`config.mk`:
```
export PLATFORM = sky130hd
export DESIGN_NAME = fifo_stream_reader_flat
export DESIGN_NICKNAME = d
export VERILOG_FILES = /design/src/rtl/fifo_stream_pkg.sv /design/src/rtl/fifo_stream_reader_if.sv /design/src/rtl/axis_skid_buf.sv /design/src/rtl/fifo_stream_reader.sv /design/src/flat_wrapper.sv
export SDC_FILE = /design/constraint.sdc
export NUM_CORES = 1
export LEC_CHECK = 0
export BUFFER_PORTS_ARGS = -buffer_cell sky130_fd_sc_hd__buf_2
export CORE_MARGIN = 2
export CORE_UTILIZATION = 50
export DETAILED_ROUTE_END_ITERATION = 8
export GPL_TIMING_DRIVEN = 0
export PLACE_DENSITY = 0.69
export SLEW_MARGIN = 40
export SYNTH_ARGS = -nofsm -noshare
export SYNTH_HDL_FRONTEND = slang
export SYNTH_HIERARCHICAL = 1
export SYNTH_SLANG_ARGS = --single-unit
```
`constraint.sdc`:
```
create_clock -name clk -period 3.3 [get_ports clk]
set_input_delay 0.165 -clock clk [delete_from_list [all_inputs] [get_ports clk]]
set_output_delay 0.165 -clock clk [all_outputs]
set_load 0.1 [all_outputs]
```
`src/rtl/fifo_stream_pkg.sv`:
```
// Shared types and constants for the FIFO-to-stream reader.
package fifo_stream_pkg;

  typedef enum logic [1:0] {
    ST_IDLE   = 2'd0,
    ST_STREAM = 2'd1,
    ST_FLUSH  = 2'd2
  } state_e;

  // Every bit of m_axis_tdata (and the skid data) takes this value in reset.
  localparam logic TDATA_RST_BIT = 1'b0;

endpackage

```
`src/rtl/fifo_stream_reader_if.sv`:
```
// Command, FIFO read-side and AXI-Stream master signals of the reader.
// master = the reader itself, slave = the environment driving it.
interface fifo_stream_reader_if #(
  parameter int DATA_W = 32,
  parameter int LEN_W  = 16
) ();

  logic              i_start;
  logic [LEN_W-1:0]  i_len;
  logic              o_busy;
  logic              o_done;
  logic              o_fifo_rd;
  logic [DATA_W-1:0] i_fifo_data;
  logic              i_fifo_empty;
  logic              m_axis_tvalid;
  logic              m_axis_tready;
  logic [DATA_W-1:0] m_axis_tdata;
  logic              m_axis_tlast;

  modport master (
    input  i_start, i_len, i_fifo_data, i_fifo_empty, m_axis_tready,
    output o_busy, o_done, o_fifo_rd, m_axis_tvalid, m_axis_tdata, m_axis_tlast
  );

  modport slave (
    output i_start, i_len, i_fifo_data, i_fifo_empty, m_axis_tready,
    input  o_busy, o_done, o_fifo_rd, m_axis_tvalid, m_axis_tdata, m_axis_tlast
  );

endinterface

```
`src/rtl/axis_skid_buf.sv`:
```
// Two-entry registered output buffer (main + skid). The consumer only sees
// main; skid absorbs one word popped while main is stalled, so the upstream
// pop decision never depends combinationally on ready.
module axis_skid_buf
  import fifo_stream_pkg::*;
#(
  parameter int DATA_W = 32
) (
  input  logic              clk,
  input  logic              rst,
  input  logic              push,
  input  logic [DATA_W-1:0] push_data,
  input  logic              ready,
  output logic              main_valid,
  output logic [DATA_W-1:0] main_data,
  output logic              skid_valid
);

  logic              main_valid_q, main_valid_d;
  logic [DATA_W-1:0] main_data_q, main_data_d;
  logic              skid_valid_q, skid_valid_d;
  logic [DATA_W-1:0] skid_data_q, skid_data_d;
  logic              hs;

  assign hs = main_valid_q && ready;

  // Next-state: drain main on handshake (refill from skid), then place any
  // pushed word in main if main is free after this cycle, else in skid.
  always_comb begin
    main_valid_d = main_valid_q;
    main_data_d  = main_data_q;
    skid_valid_d = skid_valid_q;
    skid_data_d  = skid_data_q;
    if (hs) begin
      if (skid_valid_q) begin
        main_data_d  = skid_data_q;
        main_valid_d = 1'b1;
        skid_valid_d = 1'b0;
      end else begin
        main_valid_d = 1'b0;
      end
    end
    // Upstream never pushes while skid is occupied, so the refill above and
    // this push cannot both target main in the same cycle.
    if (push) begin
      if (!main_valid_q || hs) begin
        main_data_d  = push_data;
        main_valid_d = 1'b1;
      end else begin
        skid_data_d  = push_data;
        skid_valid_d = 1'b1;
      end
    end
  end

  // Buffer registers; reset empties both entries and clears the data.
  always_ff @(posedge clk or posedge rst) begin
    if (rst) begin
      main_valid_q <= 1'b0;
      main_data_q  <= {DATA_W{TDATA_RST_BIT}};
      skid_valid_q <= 1'b0;
      skid_data_q  <= {DATA_W{TDATA_RST_BIT}};
    end else begin
      main_valid_q <= main_valid_d;
      main_data_q  <= main_data_d;
      skid_valid_q <= skid_valid_d;
      skid_data_q  <= skid_data_d;
    end
  end

  assign main_valid = main_valid_q;
  assign main_data  = main_data_q;
  assign skid_valid = skid_valid_q;

endmodule

```
`src/rtl/fifo_stream_reader.sv`:
```
// Pops a commanded number of words from a show-ahead FIFO and emits them as
// an AXI-Stream packet with tlast on the final beat.
//
//   state     | meaning
//   ----------+-------------------------------------------------------
//   ST_IDLE   | waiting for i_start; zero-length start just pulses done
//   ST_STREAM | popping words (issue_rem > 0) while beats drain
//   ST_FLUSH  | all words popped; draining buffered beats to send_rem 0
module fifo_stream_reader
  import fifo_stream_pkg::*;
#(
  parameter int DATA_W = 32,
  parameter int LEN_W  = 16
) (
  input  logic                 clk,
  input  logic                 reset,
  fifo_stream_reader_if.master bus
);

  state_e            state_q, state_d;
  logic [LEN_W-1:0]  issue_rem_q, issue_rem_d;
  logic [LEN_W-1:0]  send_rem_q, send_rem_d;
  logic              done_q, done_d;

  logic              fifo_rd;
  logic              hs;
  logic              main_valid;
  logic              skid_valid;
  logic [DATA_W-1:0] main_data;

  // Pop decision uses only registered state and the FIFO flag, never tready.
  assign fifo_rd = (state_q == ST_STREAM) && !bus.i_fifo_empty &&
                   (issue_rem_q != '0) && !skid_valid;
  assign hs      = main_valid && bus.m_axis_tready;

  axis_skid_buf #(.DATA_W(DATA_W)) u_buf (
    .clk        (clk),
    .rst        (reset),
    .push       (fifo_rd),
    .push_data  (bus.i_fifo_data),
    .ready      (bus.m_axis_tready),
    .main_valid (main_valid),
    .main_data  (main_data),
    .skid_valid (skid_valid)
  );

  // FSM next-state, counter updates and done pulse.
  always_comb begin
    state_d     = state_q;
    issue_rem_d = issue_rem_q;
    send_rem_d  = send_rem_q;
    done_d      = 1'b0;

    if (fifo_rd) begin
      issue_rem_d = issue_rem_q - LEN_W'(1);
    end
    if (hs && (send_rem_q != '0)) begin
      send_rem_d = send_rem_q - LEN_W'(1);
    end

    unique case (state_q)
      ST_IDLE: begin
        if (bus.i_start) begin
          if (bus.i_len != '0) begin
            issue_rem_d = bus.i_len;
            send_rem_d  = bus.i_len;
            state_d     = ST_STREAM;
          end else begin
            done_d = 1'b1;
          end
        end
      end
      ST_STREAM: begin
        if (issue_rem_d == '0) begin
          state_d = ST_FLUSH;
        end
      end
      ST_FLUSH: begin
        if (send_rem_d == '0) begin
          state_d = ST_IDLE;
          done_d  = 1'b1;
        end
      end
      default: begin
        state_d = ST_IDLE;
      end
    endcase
  end

  // State and counter registers.
  always_ff @(posedge clk or posedge reset) begin
    if (reset) begin
      state_q     <= ST_IDLE;
      issue_rem_q <= '0;
      send_rem_q  <= '0;
      done_q      <= 1'b0;
    end else begin
      state_q     <= state_d;
      issue_rem_q <= issue_rem_d;
      send_rem_q  <= send_rem_d;
      done_q      <= done_d;
    end
  end

  assign bus.o_busy        = (state_q != ST_IDLE);
  assign bus.o_done        = done_q;
  assign bus.o_fifo_rd     = fifo_rd;
  assign bus.m_axis_tvalid = main_valid;
  assign bus.m_axis_tdata  = main_data;
  assign bus.m_axis_tlast  = main_valid && (send_rem_q == LEN_W'(1));

endmodule

```
`src/flat_wrapper.sv`:
```
// flat-port wrapper written by rule: the top's interface ports become plain ports
module fifo_stream_reader_flat import fifo_stream_pkg::*;
#(
  parameter int DATA_W = 32,
  parameter int LEN_W  = 16
)
  (clk, reset, bus_i_start, bus_i_len, bus_i_fifo_data, bus_i_fifo_empty, bus_m_axis_tready, bus_o_busy, bus_o_done, bus_o_fifo_rd, bus_m_axis_tvalid, bus_m_axis_tdata, bus_m_axis_tlast);
  fifo_stream_reader_if #(.DATA_W(DATA_W), .LEN_W(LEN_W)) bus_i ();
  input  logic clk;
  input  logic reset;
  input wire logic [$bits(bus_i.i_start)-1:0] bus_i_start;
  input wire logic [$bits(bus_i.i_len)-1:0] bus_i_len;
  input wire logic [$bits(bus_i.i_fifo_data)-1:0] bus_i_fifo_data;
  input wire logic [$bits(bus_i.i_fifo_empty)-1:0] bus_i_fifo_empty;
  input wire logic [$bits(bus_i.m_axis_tready)-1:0] bus_m_axis_tready;
  output wire logic [$bits(bus_i.o_busy)-1:0] bus_o_busy;
  output wire logic [$bits(bus_i.o_done)-1:0] bus_o_done;
  output wire logic [$bits(bus_i.o_fifo_rd)-1:0] bus_o_fifo_rd;
  output wire logic [$bits(bus_i.m_axis_tvalid)-1:0] bus_m_axis_tvalid;
  output wire logic [$bits(bus_i.m_axis_tdata)-1:0] bus_m_axis_tdata;
  output wire logic [$bits(bus_i.m_axis_tlast)-1:0] bus_m_axis_tlast;
  assign bus_i.i_start = bus_i_start;
  assign bus_i.i_len = bus_i_len;
  assign bus_i.i_fifo_data = bus_i_fifo_data;
  assign bus_i.i_fifo_empty = bus_i_fifo_empty;
  assign bus_i.m_axis_tready = bus_m_axis_tready;
  assign bus_o_busy = bus_i.o_busy;
  assign bus_o_done = bus_i.o_done;
  assign bus_o_fifo_rd = bus_i.o_fifo_rd;
  assign bus_m_axis_tvalid = bus_i.m_axis_tvalid;
  assign bus_m_axis_tdata = bus_i.m_axis_tdata;
  assign bus_m_axis_tlast = bus_i.m_axis_tlast;
  fifo_stream_reader #(.DATA_W(DATA_W), .LEN_W(LEN_W)) u_core (.clk(clk), .reset(reset), .bus(bus_i));
endmodule
```
Word-level counts from Yosys, hierarchy flattened
Index checks and enable logic that the tools add are counted.
{"block": "totals", "register_bits": 101, "inputBits": 53, "wordCells": 65}
{"block": "classes", "addsub": 2, "eq_ne": 7, "n_mux": 28, "n_bitwise": 1, "n_reduce_logical": 19}
{"operator": "16-bit two-way mux", "n": 8}
{"operator": "32-bit two-way mux", "n": 4}
{"operator": "16-bit nonzero test", "n": 3}
{"operator": "16-bit logical NOT", "n": 2}
{"operator": "16-bit by 1-bit subtractor with 16-bit output (second input constant)", "n": 2}
{"operator": "16-bit by 1-bit equality test with 1-bit output (second input constant)", "n": 1}
{"operator": "1-bit two-way mux", "n": 10}
{"operator": "2-bit two-way mux", "n": 4}
{"operator": "1-bit logical AND", "n": 6}
{"operator": "2-bit case mux with 3 select lines", "n": 1}
{"operator": "2-bit by 1-bit != test with 1-bit output (second input constant)", "n": 2}
{"operator": "2-bit != test (second input constant)", "n": 2}
{"operator": "4-bit AND reduction", "n": 1}
{"operator": "1-bit logical NOT", "n": 3}
{"operator": "2-bit by 1-bit equality test with 1-bit output (second input constant)", "n": 1}
{"operator": "2-bit equality test (second input constant)", "n": 1}
{"operator": "2-bit logical NOT", "n": 1}
{"operator": "1-bit case mux with 2 select lines", "n": 1}
{"operator": "2-bit AND reduction", "n": 1}
{"operator": "2-bit nonzero test", "n": 1}
{"operator": "1-bit logical OR", "n": 1}
{"operator": "1-bit inverter", "n": 1}

Longest topological paths before layout
Gate-level depths: netlist of run 1.
{"block": "logic_depth", "depth_word": 8, "mapped_depth": 10, "mapped_depth_nobuf": 9}

By module
The synthesis of run 1 kept the hierarchy.
{"module": "axis_skid_buf", "n_inst": 1, "cells_each": 180, "area_per_inst_um2": 2974.1, "seq_area_each_um2": 1651.6}
{"module": "fifo_stream_reader", "n_inst": 1, "cells_each": 259, "area_per_inst_um2": 2235.9, "seq_area_each_um2": 875.8}

Worst setup path before layout of run 1
OpenSTA, ideal clock, no wires.
{"block": "synth_path", "path_type": "register to register", "from": "register u_core.issue_rem_q[0]", "to": "register u_core.u_buf.skid_data_q[0]", "setup_ns": 0.125, "arrival_time_ns": 2.988, "setup_slack_ns": 0.187, "path_stages_with_launch": 10, "path_buffers": 2, "period_less_slack_ns": 3.113, "cell_sequence": "dfrtp_1 > inv_1 > ha_1 > nor2b_1 > nand4_1 > o21a_1 > clkbuf_1 > nand3b_1 > buf_2 > mux2_2"}
{"block": "synth_between", "elab_chain_len": 4}
{"item": "from (decl)", "line_no": "fifo_stream_reader.sv:21", "source": "logic [LEN_W-1:0] issue_rem_q, issue_rem_d;"}
{"item": "from (signal assigned)", "line_no": "fifo_stream_reader.sv:99", "source": "issue_rem_q <= issue_rem_d;"}
{"item": "16-bit nonzero test", "line_no": "fifo_stream_reader.sv:33", "source": "(issue_rem_q != '0) && !skid_valid;"}
{"item": "1-bit logical AND", "line_no": "fifo_stream_reader.sv:32", "source": "assign fifo_rd = (state_q == ST_STREAM) && !bus.i_fifo_empty &&"}
{"item": "1-bit logical AND", "line_no": "fifo_stream_reader.sv:33"}
{"item": "named net bus_o_fifo_rd", "line_no": "flat_wrapper.sv:18", "source": "output wire logic [$bits(bus_i.o_fifo_rd)-1:0] bus_o_fifo_rd;"}
{"item": "2-bit AND reduction (no line)"}
{"item": "to (signal assigned)", "line_no": "axis_skid_buf.sv:62", "source": "skid_data_q <= {DATA_W{TDATA_RST_BIT}};"}
{"item": "to (signal assigned)", "line_no": "axis_skid_buf.sv:67", "source": "skid_data_q <= skid_data_d;"}
{"item": "to (decl)", "line_no": "axis_skid_buf.sv:22", "source": "logic [DATA_W-1:0] skid_data_q, skid_data_d;"}
The timed path passes the listed nets, and every way through them passes these cells.
A chain may end at the register's enable or synchronous reset.

Final worst setup path of run 1
{"block": "layout_path", "from": "register u_core.send_rem_q[2]", "to": "register u_core.done_q (netlist: u_core/bus.o_done)"}
{"block": "layout_between", "elab_chain_len": 6}
{"item": "from (decl)", "line_no": "fifo_stream_reader.sv:22", "source": "logic [LEN_W-1:0] send_rem_q, send_rem_d;"}
{"item": "from (signal assigned)", "line_no": "fifo_stream_reader.sv:100", "source": "send_rem_q <= send_rem_d;"}
{"item": "branches (longest 2 deep; another with 16-bit by 1-bit subtractor with 16-bit output)"}
{"item": "16-bit two-way mux *", "line_no": "fifo_stream_reader.sv:57", "source": "if (hs && (send_rem_q != '0)) begin"}
{"item": "16-bit logical NOT *", "line_no": "fifo_stream_reader.sv:79", "source": "if (send_rem_d == '0) begin"}
{"item": "1-bit two-way mux *", "line_no": "fifo_stream_reader.sv:79"}
{"item": "1-bit case mux with 2 select lines *", "line_no": "fifo_stream_reader.sv:61", "source": "unique case (state_q)"}
{"item": "named net u_core.done_d", "line_no": "fifo_stream_reader.sv:23", "source": "logic done_q, done_d;"}
{"item": "to (signal assigned)", "line_no": "fifo_stream_reader.sv:101", "source": "done_q <= done_d;"}
{"item": "to (decl)", "line_no": "fifo_stream_reader.sv:23"}
Mark *: on every way through the listed nets, which the timed path passes.

==> results.toml, run 1 <==
[status]
status = "completed"

[hold_path]
hold_path_class = "in -> reg"

[global_route]
grt_pass1_vias = 3756
grt_max_degree = 43
track_usage_pct = 20.8
antenna_found_initial = 0
grt_pass1_wl_mm = 18.4
overflow = 0

[critical_path]
critPathLaunchType = "flip-flop"
cp.arrival_ns = 3.30
worstPathRequired_ns = 3.58
crit_type = "reg -> reg"
cp-end-kind = "flip-flop"
critPathMaxFanout = 8

[clock_network]
cts_setup_buffers = 0
h-tree-depth = 3
clkSlewWorstSetupHoldPaths_ns = 0.10
numCtsBuffers = 9
cts_resized = 0
clkSinkCount = 101
cts_tree = "done"
clk_latency_ns = 0.37
ctsHoldBuffers = 1
clockBufferDepth = 2
ctsRootBufferMaster = "clkbuf_8"

[power_and_ir_drop]
ir_drop_mv = 0.630
switchingPower_mw = 3.21
p_leak_nw = 2.69
comb_power_share_pct = 53.9
powerDensity_nw_per_um2 = 1080
p_int_mw = 3.36
seqPwrFrac_pct = 33.7
p_clk_share_pct = 12.4
sw_frac_of_total_pct = 48.9

[synthesis]
synth_flop_cell = "dfrtp_1"
synth_fp_nets = 497
yosys.area.top_type = "dfrtp_1"
synthTopCellsByCount = "dfrtp_1, mux2_2, nor2_1"
ys_types = 51
synth_edf_count = 0
synth_area_sq_um = 5210
ys_seq_elements = 101
syn_avg_cell_area_sq_um = 11.9
synth_area_leaders = "dfrtp_1, mux2_2, mux2_4, a21oi_1, xor2_1"
synthArstFlopShare_pct = 100
synth_most_common_cell = "dfrtp_1"
ys_seq_area_share_pct = 48.5
syn_inst = 439
synth_top_area_share_pct = 48.5
yosysWarnings = 6

[floorplan]
die_h_microns = 106
num_io_pins = 90
core-area_sq_um = 10200
start_util_pct = 50.9
rows = 37
die_area_sq_um = 11300
die_x_microns = 106

[finish]
area_growth_syn_to_layout_pct = 16.4
nets = 599
antenna_cells = 0
multi_input_area_sq_um = 2510
fin_util_pct = 59.3
drive_gt1_share_pct = 42.1
fillCellCount = 872
regArea_sq_um = 2530

[flow_run]
maxCapViolCount = 0

[place]
routabilityCongestion = 0.891
numPortBuffers = 89
dpl.hpwl_mm = 8.24

[sta]
hold_viol = 0
finalSetupViolCount = 0
min_period_over_period_pct = 91.7
worst_pin_slew_ns = 0.668
slew-limit-headroom_pct = 55.5
fmax_ghz = 0.330
slew_viol_final = 0
timing.final.crit_period_ns = 3.03
rsz0062_at_grt = "false"
tns_ns = 0
skew_ns = 0.00779

[routing]
avgRoutedWirePerCell_microns = 16.3
first_pass_iters = 4
post-route-drc-count = 0
drt-total-wl_mm = 11.1
vias = 3682
drt_iter0_markers = 189
ant_nets = 0
viasPerCell = 5.40
state kept, by name, indices dropped and copies added (netlist names):
signal / flops
u_core/u_buf/main_valid: 1
u_core/bus.o_done: 1
u_core/u_buf/skid_data_q: 32
u_core/state_q: 2
u_core/u_buf/skid_valid: 1
u_core/issue_rem_q: 16
u_core/send_rem_q: 16
u_core/u_buf/main_data: 32
stage by stage:
| step | instance area (sq um) | hold slack (ns) | worst slack [ns] | std cells | total power [mW] |
|---|---|---|---|---|---|
| 6_report | 6060 | 0.0377 | 0.273 | 682 | 6.57 |
| 5_1_grt | 6060 | 0.0182 | 0.120 | 682 | 6.92 |
| 4_1_cts | 6060 | 0.0206 | 0.296 | 682 | 6.61 |
| 3_5_place_dp | 5850 | 0.182 | 0.336 | 665 | 5.78 |
| 3_3_place_gp | 5830 | 0.411 | 0.309 | 664 | 5.67 |
| 2_1_floorplan | 5210 | 0.252 | 0.187 | 439 | 5.16 |
cells by family after synthesis:
logic type / synth area share, %
flip-flops: 48.5
multiplexers: 23.1
AO/OA/AOI/OAI: 5.50
adder cells (fa/ha/maj): 1.20
AND/OR/NAND/NOR: 13.4
buffers and inverters: 3.29
XOR/XNOR: 5.04
layer usage:
layer  global-route usage (%)  routed length (microns)  vias to the layer above
met3                     3.25                      523                       11
met5                        0                        0                        -
met1                     28.5                     5080                     1792
met4                     5.92                      122                        0
li1                         -                        -                     1771
met2                     34.6                     5390                      108
cell type report:
class	count	area share, %
clock buffers	9	2.04
multi-input cells	305	41.4
well taps	136	2.81
inverters	12	0.805
plain buffers	21	2.08
flip-flops and latches	101	41.7
clock inverters	7	1.34
repair buffers	91	7.84
worst max-delay path, cell delays in order (launching register included):
cell and delay (ns):
dfrtp_1 0.39, buf_6 0.13, or4_1 0.51, or4_4 0.52, or3b_1 0.38, buf_6 0.15, xor2_1 0.22, nand4_1 0.11
or3_1 0.32, a21oi_1 0.21
power by group through the flow:
stage	registers, mW	logic (mW)	clock network (mW)
4_1_cts	2.21	3.55	0.846
3_3_place_gp	2.20	3.47	0
2_1_floorplan	3.66	1.50	0
6_report	2.21	3.54	0.816
3_5_place_dp	2.24	3.54	0
5_1_grt	2.30	3.73	0.899
worst paths after layout:
| kind | slack [ns] | end | depth (start not counted) | start |
|---|---|---|---|---|
| min in group asynchronous | 0.35 | u_core/u_buf/skid_data_q[31] | 3 | reset |
| setup reg to reg | 0.27 | u_core/bus.o_done | 9 | u_core/send_rem_q[2] |
| setup / recovery | 0.27 | u_core/bus.o_done | 9 | u_core/send_rem_q[2] |
| hold / removal | 0.04 | u_core/u_buf/skid_data_q[26] | 2 | bus_i_fifo_data[26] |
| max in group asynchronous | 2.43 | u_core/u_buf/skid_data_q[12] | 4 | reset |
| hold reg to reg | 0.51 | u_core/u_buf/skid_data_q[25] | 1 | u_core/u_buf/skid_data_q[25] |
cells in the final DEF (no fill, tap or decap), types with 7 or more instances in the layout:
master	count
mux2_4	30
inv_1	10
xnor2_1	13
clkbuf_8	9
xor2_1	17
dfrtp_1	101
mux2_2	66
nand2_1	19
nand3_1	8
a21oi_1	34
nor2_1	35
clkbuf_1	7
nor4_1	16
buf_2	97
Power figures use the tool's default switching activity.
==> inputs of run 2 (changes only) <==
- PLACE_DENSITY: 0.69 -> 0.72
==> results.toml, run 2 (synthesized netlist as in run 1, its figures left out) <==
[status]
status = "completed"

[critical_path]
reg2reg_to = "u_core/bus.o_done"
path_cells = "buf_6, or4_1, or4_4, or3b_1, buf_6, xor2_1, nand4_1, or3_1, a21oi_1"
critPathLaunchType = "flip-flop"
crit_type = "reg -> reg"
cp_common_cell = "buf_6"
reg2reg_slack_ns = 0.29
critPathMaxFanout = 8
rr_worst_depth = 9
cpMaxStageDelayCell = "or4_4"
cp.arrival_ns = 3.29
crit_family = "simple AND/OR/NAND/NOR gates"
crit_cells = 9
path_buf_inv = 2
cp-end-kind = "flip-flop"
r2r_start = "u_core/send_rem_q[2]"
crit_path_max_incr_delay_ns = 0.53
worstPathRequired_ns = 3.57

[routing]
drt_iter0_markers = 162
vias = 3704
drt-total-wl_mm = 11.3
post-route-drc-count = 0
viasPerCell = 5.43
first_pass_iters = 5
ant_nets = 0
avgRoutedWirePerCell_microns = 16.6

[floorplan]
die_area_sq_um = 11300
die_x_microns = 106
die_h_microns = 106
core-area_sq_um = 10200
start_util_pct = 50.9
rows = 37
num_io_pins = 90

[place]
dpl.hpwl_mm = 8.36
routabilityCongestion = 0.868
place_ws_ns = 0.353
numPortBuffers = 89

[clock_network]
numCtsBuffers = 9
h-tree-depth = 3
cts_tree = "done"
cts_resized = 0
clkSlewWorstSetupHoldPaths_ns = 0.11
ctsRootBufferMaster = "clkbuf_8"
clockBufferDepth = 2
clkSinkCount = 101
clk_latency_ns = 0.36

[sta]
worst_pin_slew_ns = 0.685
slew_viol_final = 0
fmax_ghz = 0.332
skew_ns = 0.0162
final.setup.worst_slack_ns = 0.286
rsz0062_at_grt = "false"
tns_ns = 0
min_period_over_period_pct = 91.3
timing.final.crit_period_ns = 3.01
finalSetupViolCount = 0
hold_viol = 0
slew-limit-headroom_pct = 54.3
whs_ns = 0.0372

[hold_path]
hold_path_class = "in -> reg"
min_path_cells = 2
hold_path_startpoint = "bus_i_fifo_data[6]"
min_to = "u_core/u_buf/skid_data_q[6]"

[finish]
regArea_sq_um = 2530
drive_gt1_share_pct = 42.1
final_common_cell = "dfrtp_1"
multi_input_area_sq_um = 2510
layout_common_cells = "dfrtp_1, buf_2, mux2_2"
nets = 599
antenna_cells = 0
area_growth_syn_to_layout_pct = 16.1
fillCellCount = 884

[power_and_ir_drop]
powerDensity_nw_per_um2 = 1080
power_mw = 6.52
p_leak_nw = 2.68
ir_drop_mv = 0.636

[global_route]
grt_max_degree = 47
antenna_found_initial = 0
grt_pass1_vias = 3791
grt_pass1_wl_mm = 18.3
overflow = 0
track_usage_pct = 20.5

[flow_run]
maxCapViolCount = 0
run 2: how the worst max path moves through the flow:
stage / start / to / slack (ns)
after detailed placement: u_core/send_rem_q[2] / u_core/bus.o_done / 0.35
after global routing: u_core/send_rem_q[2] / u_core/bus.o_done / 0.16
after floorplan: u_core/issue_rem_q[0] / u_core/u_buf/skid_data_q[0] / 0.19
final: u_core/send_rem_q[2] / u_core/bus.o_done / 0.29
after CTS: u_core/send_rem_q[2] / u_core/bus.o_done / 0.31
after global placement: u_core/send_rem_q[2] / u_core/bus.o_done / 0.34
run 2: metal layers:
| metal | vias to the layer above | part of all wire [%] | track usage [%] |
|---|---|---|---|
| li1 | 1777 | - | - |
| met1 | 1824 | 46 | 27.3 |
| met2 | 90 | 49 | 34.3 |
| met3 | 13 | 3.5 | 3.00 |
| met4 | 0 | 1.4 | 7.33 |
| met5 | - | 0 | 0 |
run 2: final cells by class:
cell class                 count  share of cell area [%]
sequential                   101                    41.8
multi-input combinational    305                    41.5
timing repair buffer          91                    7.86
tap                          136                    2.81
buffer                        21                    2.09
clock buffer                   9                    2.05
clock inverter                 7                    1.08
inverter                      12                   0.807
run 2: report_power, final:
part | internal [mW] | switching (mW) | total, mW | leakage [nW]
Combinational | 1.18 | 2.35 | 3.53 | 1.41
Clock | 0.293 | 0.467 | 0.761 | 0.0943
Sequential | 1.81 | 0.413 | 2.22 | 1.18
Total | 3.28 | 3.23 | 6.52 | 2.68
run 2: per-stage QoR:
| step | util [%] | cells | cell area [sq um] |
|---|---|---|---|
| finish | 59.1 | 682 | 6050 |
| detailed placement | 57.2 | 665 | 5850 |
| CTS | 59.1 | 682 | 6050 |
| global placement | 56.9 | 664 | 5830 |
| floorplan | - | 439 | 5210 |
| global route | 59.1 | 682 | 6050 |
run 2: repair_timing:
| item | in CTS | in global routing |
|---|---|---|
| hold buffers | 1 | 0 |
| setup buffers | 0 | 0 |
| endpoints found under the hold margin | 55 | 0 |
